--- config.mk ---
export PLATFORM = sky130hd
export DESIGN_NAME = fsm_seq_ctrl
export DESIGN_NICKNAME = d
export VERILOG_FILES = /design/src/rtl/fsm_ctrl_pkg.sv /design/src/rtl/reg_onehot_dec.sv /design/src/rtl/fsm_seq_ctrl.sv
export SDC_FILE = /design/constraint.sdc
export NUM_CORES = 1
export LEC_CHECK = 0
export ABC_AREA = 1
export CAP_MARGIN = 20
export CORE_MARGIN = 5
export CORE_UTILIZATION = 39
export CTS_CLUSTER_DIAMETER = 50
export DETAILED_ROUTE_END_ITERATION = 12
export HOLD_SLACK_MARGIN = 0.12
export PLACE_DENSITY_LB_ADDON = 0.1
export REMOVE_ABC_BUFFERS = 1
export SYNTH_ARGS = -nofsm -noshare
export SYNTH_HDL_FRONTEND = slang
export SYNTH_SLANG_ARGS = --single-unit
--- constraint.sdc ---
create_clock -name clk -period 3.55 [get_ports clk]
set_clock_uncertainty 0.05 [all_clocks]
set_input_delay 0.5325 -clock clk [delete_from_list [all_inputs] [get_ports clk]]
set_output_delay 0.5325 -clock clk [all_outputs]
set_load 0.005 [all_outputs]
--- src/rtl/fsm_ctrl_pkg.sv ---
// Shared definitions for the additive-sequence control FSM:
// state encoding and ALU opcodes driven onto the datapath.
package fsm_ctrl_pkg;

  typedef enum logic [2:0] {
    IDLE  = 3'd0,
    CLEAR = 3'd1,
    SEED0 = 3'd2,
    SEED1 = 3'd3,
    RUN   = 3'd4,
    DONE  = 3'd5
  } state_t;

  localparam logic [7:0] OP_NOP = 8'h00;
  localparam logic [7:0] OP_ADD = 8'h05;

endpackage : fsm_ctrl_pkg

--- src/rtl/reg_onehot_dec.sv ---
// Register-index to one-hot write-enable decoder. Indices beyond the
// register file decode to all zeros so no write can land out of range.
module reg_onehot_dec #(
  parameter int NREGS = 16,
  parameter int RW    = 4
) (
  input  logic [RW-1:0]    idx,
  input  logic             en,
  output logic [NREGS-1:0] onehot
);

  // One-hot decode of idx, gated by en.
  always_comb begin
    // NOTE: default every output first so no path through the block infers a latch.
    onehot = '0;
    if (en && (int'(idx) < NREGS)) begin
      onehot[idx] = 1'b1;
    end
  end

endmodule : reg_onehot_dec

--- src/rtl/fsm_seq_ctrl.sv ---
// Control FSM that drives the register file / ALU so that R0..R[L] hold an
// additive sequence R[k] = R[k-1] + R[k-2] seeded by seed0/seed1.
// Optional feature macro: FSM_FLAGS_EN (flag enables during RUN, abort on carry).
module fsm_seq_ctrl
  import fsm_ctrl_pkg::*;
#(
  parameter int NREGS = 16,
  parameter int RW    = 4,
  parameter int DATAW = 16,
  parameter int OPW   = 8,
  parameter int FLAGW = 5
) (
  input  logic             clk,
  input  logic             rs,
  input  logic             start,
  input  logic [RW-1:0]    lastIdx,
  input  logic [DATAW-1:0] seed0,
  input  logic [DATAW-1:0] seed1,
  input  logic             stepEn,
  input  logic             carryIn,
  output logic             busy,
  output logic             done,
  output logic             ovf,
  output logic [NREGS-1:0] enableRegs,
  output logic [NREGS-1:0] resRegs,
  output logic [OPW-1:0]   opCode,
  output logic [FLAGW-1:0] enableFlags,
  output logic [RW-1:0]    muxRsrc,
  output logic [RW-1:0]    muxRdest,
  output logic             muxRI,
  output logic [DATAW-1:0] immVal
);

  state_t           state;
  logic [RW-1:0]    k;
  logic [RW-1:0]    l_q;
  logic [RW-1:0]    l_clamp;
  logic [DATAW-1:0] seed0_q;
  logic [DATAW-1:0] seed1_q;
  logic             ovf_q;
  logic             carry_hit;
  logic             dec_en;
  logic [RW-1:0]    dec_idx;

`ifdef FSM_FLAGS_EN
  assign carry_hit = carryIn;
`else
  // Carry has no effect without the flag feature; the sink keeps it visibly unused.
  logic unused_carry;
  assign unused_carry = carryIn;
  assign carry_hit    = 1'b0;
`endif

  // Clamp the requested last index into [1, NREGS-1]; below 2 there is no RUN phase.
  always_comb begin
    l_clamp = lastIdx;
    if (int'(lastIdx) > NREGS - 1) begin
      l_clamp = RW'(NREGS - 1);
    end
    if (l_clamp < RW'(2)) begin
      l_clamp = RW'(1);
    end
  end

  // Sequencer: state, step counter and the operands latched at start.
  always_ff @(posedge clk or posedge rs) begin
    if (rs) begin
      state   <= IDLE;
      k       <= '0;
      l_q     <= RW'(1);
      seed0_q <= '0;
      seed1_q <= '0;
      ovf_q   <= 1'b0;
    end else begin
      // NOTE: sequential state uses non-blocking assignments so every register samples pre-edge values.
      case (state)
        IDLE: begin
          if (start) begin
            l_q     <= l_clamp;
            seed0_q <= seed0;
            seed1_q <= seed1;
            ovf_q   <= 1'b0;
            state   <= CLEAR;
          end
        end
        CLEAR: if (stepEn) state <= SEED0;
        SEED0: if (stepEn) state <= SEED1;
        SEED1: begin
          if (stepEn) begin
            k     <= RW'(2);
            state <= (l_q == RW'(1)) ? DONE : RUN;
          end
        end
        RUN: begin
          if (stepEn) begin
            if (carry_hit) begin
              ovf_q <= 1'b1;
              state <= DONE;
            end else if (k == l_q) begin
              state <= DONE;
            end else begin
              k <= k + RW'(1);
            end
          end
        end
        DONE:    state <= IDLE;
        default: state <= IDLE;
      endcase
    end
  end

  // Datapath controls decoded from the registered state; stalls gate only writes.
  always_comb begin
    busy        = 1'b0;
    done        = 1'b0;
    dec_en      = 1'b0;
    dec_idx     = '0;
    resRegs     = '0;
    opCode      = OPW'(OP_NOP);
    enableFlags = '0;
    muxRsrc     = '0;
    muxRdest    = '0;
    muxRI       = 1'b0;
    immVal      = '0;
    case (state)
      CLEAR: begin
        busy = 1'b1;
        if (stepEn) resRegs = '1;
      end
      SEED0: begin
        busy    = 1'b1;
        opCode  = OPW'(OP_ADD);
        muxRI   = 1'b1;
        immVal  = seed0_q;
        dec_idx = '0;
        dec_en  = stepEn;
      end
      SEED1: begin
        busy    = 1'b1;
        opCode  = OPW'(OP_ADD);
        muxRI   = 1'b1;
        immVal  = seed1_q;
        dec_idx = RW'(1);
        dec_en  = stepEn;
      end
      RUN: begin
        busy     = 1'b1;
        opCode   = OPW'(OP_ADD);
        muxRsrc  = k - RW'(1);
        muxRdest = k - RW'(2);
        dec_idx  = k;
        dec_en   = stepEn;
`ifdef FSM_FLAGS_EN
        if (stepEn) enableFlags = '1;
`endif
      end
      DONE:    done = 1'b1;
      default: ;
    endcase
  end

  assign ovf = ovf_q;

  reg_onehot_dec #(
    .NREGS (NREGS),
    .RW    (RW)
  ) u_dec (
    .idx    (dec_idx),
    .en     (dec_en),
    .onehot (enableRegs)
  );

endmodule : fsm_seq_ctrl

==> impl_metrics.env, run 1 <==
export IMPL_rows=29
export IMPL_netlist_area_um2=2610
export IMPL_final_setup_worst_slack_ps=632
export IMPL_worstMarginPinSlew_ps=878
export IMPL_startpoint_type="flip-flop"
export IMPL_power_density_nw_per_um2=725
export IMPL_areaGrowthSynthToFinish_pct=37.6
export IMPL_fin_crit_ps=2920
export IMPL_antenna_found_initial=0
export IMPL_hold_depth=1
export IMPL_r2r_slack_ps=1450
export IMPL_slew_violations=0
export IMPL_hp_start="seed0_q[4]"
export IMPL_maxCapViolations=0
export IMPL_cp_slowest_cell="clkdlybuf4s50_1"
export IMPL_fin_nets=459
export IMPL_tritoncts="built"
export IMPL_design_die_area_um2=8440
export IMPL_status="completed"
export IMPL_setup_tns_ps=0
export IMPL_critPathKind="reg -> out"
export IMPL_clk_pin_slew_worst_paths_ps=80
export IMPL_seq_area_frac_synth_pct=41.2
export IMPL_cts_htree_levels=2
export IMPL_die_w_um=91.9
export IMPL_rsz0062_at_grt="false"
export IMPL_antenna_left=0
export IMPL_root_buffer="clkbuf_8"
export IMPL_critPathArrivalTime_ps=2340
export IMPL_cts_setup_buffers=0
export IMPL_timing_hold_ws_ps=446
export IMPL_antenna_cells=0
export IMPL_final_util_pct=56.0
export IMPL_clockBufferDepth=2
export IMPL_place_inst=483
export IMPL_netlist_instances=332
export IMPL_yosys_area_top_type="dfrtp_1"
export IMPL_totalPowerFinal_mw=2.61
export IMPL_yosys_top_cells_area="dfrtp_1 (40%), buf_4 (8.3%), nor2_1 (8.3%)"
export IMPL_grt_pass1_vias=2206
export IMPL_slowest_delay_ps=510
export IMPL_syn_avg_cell_area_um2=7.87
export IMPL_leakagePower_nw=1.65
export IMPL_cp_max_fo=15
export IMPL_drtPass1Iterations=4
export IMPL_drt_total_wl_mm=6.33
export IMPL_clock_latency_ps=290
export IMPL_route_detailed_drc=0
export IMPL_vias=2283
export IMPL_synth_top_area_share_pct=40.2
export IMPL_worstPathRequired_ps=2970
export IMPL_crit_top_cell="nand2_2"
export IMPL_cts_resized=0
export IMPL_hold_viol=0
export IMPL_place_hpwl_mm=4.65
export IMPL_drive_gt1_share_pct=8.23
export IMPL_reg2reg_to="seed0_q[2]"
export IMPL_yosys_cell_types_count=33
export IMPL_grt_max_degree=63
export IMPL_crit_path_end_kind="output pin"
export IMPL_regArea_um2=1080
export IMPL_hold_end="seed0_q[4]"
export IMPL_r2r_start="state[0]"
export IMPL_hold_path_class="reg -> reg"
export IMPL_start_util_pct=40.7
export IMPL_synth_seq_cells=43
export IMPL_dieHeight_um=91.9
export IMPL_grt_pass1_wl_mm=10.2
export IMPL_vdd_drop_max_uv=471
export IMPL_grt_usage_pct=14.6
export IMPL_overflow=0
export IMPL_dpl_cell_area_um2=3490
export IMPL_wire_per_inst_um=12.9
export IMPL_cts_buffers=5
export IMPL_reg2reg_depth=4
export IMPL_relSlewSlack_pct=41.4
export IMPL_crit_chain="nor2_2 -> nand2_2 -> nand2_2 -> inv_2 -> nand2_2 -> nand2_2 -> inv_4 -> nand3_2 -> nor2_1 -> clkdlybuf4s50_1"
export IMPL_multiInputGateArea_um2=1130
export IMPL_setup_viol=0
export IMPL_design_core_area_um2=6420
export IMPL_fin_area_um2=3600
export IMPL_fin_cells=490
export IMPL_io_pins=114
export IMPL_fill_cells=628
export IMPL_ys_warn_count=0
export IMPL_routabilityCongestion=0.837
export IMPL_cts_sinks=43
export IMPL_place_ws_ps=790
export IMPL_drt_iter0_drc=69
export IMPL_vias_per_cell=4.66
export IMPL_fmax_ghz=0.343
export IMPL_holdBufCountCts=0
export IMPL_period_share_pct=82.2
export IMPL_io_buffer_count=100
[layer usage]
layer  vias to the layer above  share of wire [%]  global-route usage, %
met5                         -                  0                      0
met4                         0                1.0                   3.84
met3                         7                6.8                   4.34
met2                        61                 49                   25.7
met1                      1043                 43                   17.4
li1                       1172                  -                      -
[worst max path at each step]
stage | end | cells past startpoint | start
6_report | enableRegs[14] | 10 | state[0]
5_1_grt | enableRegs[10] | 10 | state[0]
3_5_place_dp | resRegs[6] | 5 | stepEn
2_1_floorplan | resRegs[0] | 3 | state[1]
3_3_place_gp | resRegs[14] | 5 | stepEn
4_1_cts | enableRegs[14] | 10 | state[0]
[power by group]
group	internal (mW)	switching, mW
clock	0.206	0.156
sequential	0.714	0.121
combinational	0.703	0.710
total	1.62	0.987
[final cells by class]
type,instances,share of cell area [%]
Clock inverter,1,0.835
Multi-Input combinational cell,217,31.4
Inverter,42,4.45
Tap cell,77,2.68
Clock buffer,6,2.02
Sequential cell,43,29.9
Timing Repair Buffer,104,28.7
[state kept, by name, indices dropped and copies added (netlist names)]
register,flops
seed1_q,16
l_q,4
k,4
seed0_q,16
state,3
[worst max-delay path: cells and delay by family, from the launching register on]
family,cells,cell delay [ps]
simple gates,7,880
buf+inv,3,650
flops,1,490
[logic make-up after synthesis]
| family | synth area share (%) |
|---|---|
| AOI/OAI and AO/OA | 10.0 |
| xor gates and xnor gates | 1.01 |
| adders and majority gates | 2.39 |
| buffers and inverters | 17.1 |
| DFF | 41.2 |
| muxes | 4.31 |
| other | 0.143 |
| and+or+nand+nor | 23.8 |
[cells in the mapped netlist (all sizes together)]
| master | number |
|---|---|
| ha | 5 |
| clkbuf | 2 |
| nand3 | 25 |
| a21oi | 31 |
| nor2 | 61 |
| o21ai | 13 |
| nand4 | 2 |
| nand3b | 1 |
| xnor2 | 2 |
| conb | 1 |
| o22ai | 6 |
| xor2 | 1 |
| inv | 42 |
| dfrtp | 42 |
| mux2 | 10 |
| nor3 | 2 |
| nand2 | 46 |
| dfstp | 1 |
| buf | 39 |
[cell usage in the layout (no fill, tap or decap), types with 6 or more instances in the layout]
cell type / instances
conb_1: 12
o22ai_1: 6
clkdlybuf4s50_1: 100
nor2_1: 58
mux2_1: 6
nand2_1: 40
a21oi_1: 31
o21ai_0: 11
nand3_1: 19
inv_1: 39
nand2_2: 6
dfrtp_1: 42
Power figures use the tool's default switching activity.
==> run 2: changes to the inputs <==
Settings changed: CORE_UTILIZATION 39 to 38.
Clock period 3.55 ns to 2.6 ns, I/O delays scaled along.
==> impl_metrics.env, run 2 (synthesized netlist as in run 1, its figures left out) <==
export IMPL_status="completed"
export IMPL_antenna_found_initial=0
export IMPL_multiInputGateArea_um2=1180
export IMPL_io_pins=114
export IMPL_final_common_cell="clkdlybuf4s50_1"
export IMPL_crit_chain="nor2_4 -> nand2_4 -> nand2_4 -> inv_2 -> nand2_4 -> nand2_2 -> inv_4 -> nand3_4 -> nor2_1 -> clkdlybuf4s50_1"
export IMPL_final_setup_worst_slack_ps=105
export IMPL_root_buffer="clkbuf_8"
export IMPL_drt_total_wl_mm=6.49
export IMPL_wire_per_inst_um=12.9
export IMPL_rows=30
export IMPL_cts_htree_levels=2
export IMPL_vias=2375
export IMPL_hold_path_class="in -> async"
export IMPL_slew_violations=0
export IMPL_vias_per_cell=4.70
export IMPL_cts_buffers=5
export IMPL_slowest_delay_ps=500
export IMPL_cp_slowest_cell="clkdlybuf4s50_1"
export IMPL_design_core_area_um2=6760
export IMPL_leakagePower_nw=1.90
export IMPL_design_die_area_um2=8640
export IMPL_grt_pass1_vias=2262
export IMPL_tritoncts="built"
export IMPL_holdBufCountCts=0
export IMPL_io_buffer_count=100
export IMPL_drive_gt1_share_pct=12.7
export IMPL_worstPathRequired_ps=2160
export IMPL_place_ws_ps=160
export IMPL_maxCapViolations=0
export IMPL_die_w_um=92.9
export IMPL_critPathKind="reg -> out"
export IMPL_critPathArrivalTime_ps=2050
export IMPL_antenna_left=0
export IMPL_startpoint_type="flip-flop"
export IMPL_clock_latency_ps=290
export IMPL_cp_max_fo=6
export IMPL_rsz0062_at_grt="true"
export IMPL_cts_sinks=43
export IMPL_antenna_cells=0
export IMPL_fin_nets=470
export IMPL_place_hpwl_mm=4.88
export IMPL_drtPass1Iterations=4
export IMPL_grt_pass1_wl_mm=10.4
export IMPL_setup_viol=0
export IMPL_crit_top_cell="nand2_4"
export IMPL_grt_max_degree=52
export IMPL_fill_cells=659
export IMPL_period_share_pct=95.9
export IMPL_grt_usage_pct=15.0
export IMPL_dieHeight_um=92.9
export IMPL_fmax_ghz=0.401
export IMPL_hold_viol=0
export IMPL_crit_path_end_kind="output pin"
export IMPL_vdd_drop_max_uv=381
export IMPL_final_cell_mix="clkdlybuf4s50_1 (90), nor2_1 (56), nand2_1 (40)"
export IMPL_power_density_nw_per_um2=970
export IMPL_top_regs="seed0_q (16), seed1_q (16)"
export IMPL_regArea_um2=1080
export IMPL_route_detailed_drc=0
export IMPL_overflow=0
export IMPL_routabilityCongestion=0.794
export IMPL_clockBufferDepth=2
export IMPL_areaGrowthSynthToFinish_pct=44.7
export IMPL_fin_crit_ps=2490
export IMPL_timing_hold_ws_ps=390
export IMPL_start_util_pct=38.7
export IMPL_clk_pin_slew_worst_paths_ps=70
export IMPL_drt_iter0_drc=78
==> run 2: through the flow <==
stage	area [um^2]	instances	setup TNS [ps]	power, mW	utilization [%]
after floorplan	2370	302	0	2.14	-
after global placement	3570	492	0	3.12	52.8
after detailed placement	3570	492	0	3.17	52.8
after CTS	3680	502	0	3.63	54.5
after global routing	3780	505	-142	3.99	56.0
final	3780	505	0	3.67	56.0
==> run 2: metal layers <==
| layer | part of all wire, % | GRT usage [%] | routed length (um) |
|---|---|---|---|
| met1 | 42 | 17.3 | 2700 |
| met2 | 51 | 27.0 | 3300 |
| met3 | 6.5 | 4.47 | 424 |
| met4 | 1.1 | 4.03 | 70 |
| met5 | 0 | 0 | 0 |
==> run 2: worst paths after layout <==
kind,startpoint,endpoint,slack (ps),cells after the start
max reg2reg,state[0],seed0_q[0],720,6
max,state[0],enableRegs[14],110,10
min reg2reg,seed0_q[4],seed0_q[4],450,1
max in group asynchronous,rs,seed1_q[5],1630,3
min,rs,seed1_q[13],390,2
min in group clk,seed0_q[4],seed0_q[4],450,1
==> run 2: final cells by class <==
| cell class | count | area share (%) |
|---|---|---|
| Clock buffer | 7 | 2.02 |
| Clock inverter | 1 | 0.132 |
| Inverter | 42 | 4.24 |
| Multi-Input combinational cell | 217 | 31.1 |
| Sequential cell | 43 | 28.6 |
| Tap cell | 80 | 2.65 |
| Timing Repair Buffer | 115 | 31.2 |
==> run 2: timing repair <==
item,CTS,global route
gates resized for setup,6,21
pin swaps,0,2
setup endpoints to repair,22,33
endpoints found under the hold margin,0,0
setup buffers,2,3
==> run 2: critical path: cells and delay by family, from the launching register on <==
kind | cells | cell delay (ps)
buffers and inverters | 3 | 650
AND/OR/NAND/NOR | 7 | 650
flip-flops | 1 | 460
==> run 2: where the power goes <==
group / internal, mW / total [mW] / switching [mW]
registers: 0.981 / 1.14 / 0.155
logic: 1.08 / 2.13 / 1.05
clock network: 0.189 / 0.403 / 0.215
total: 2.25 / 3.67 / 1.42
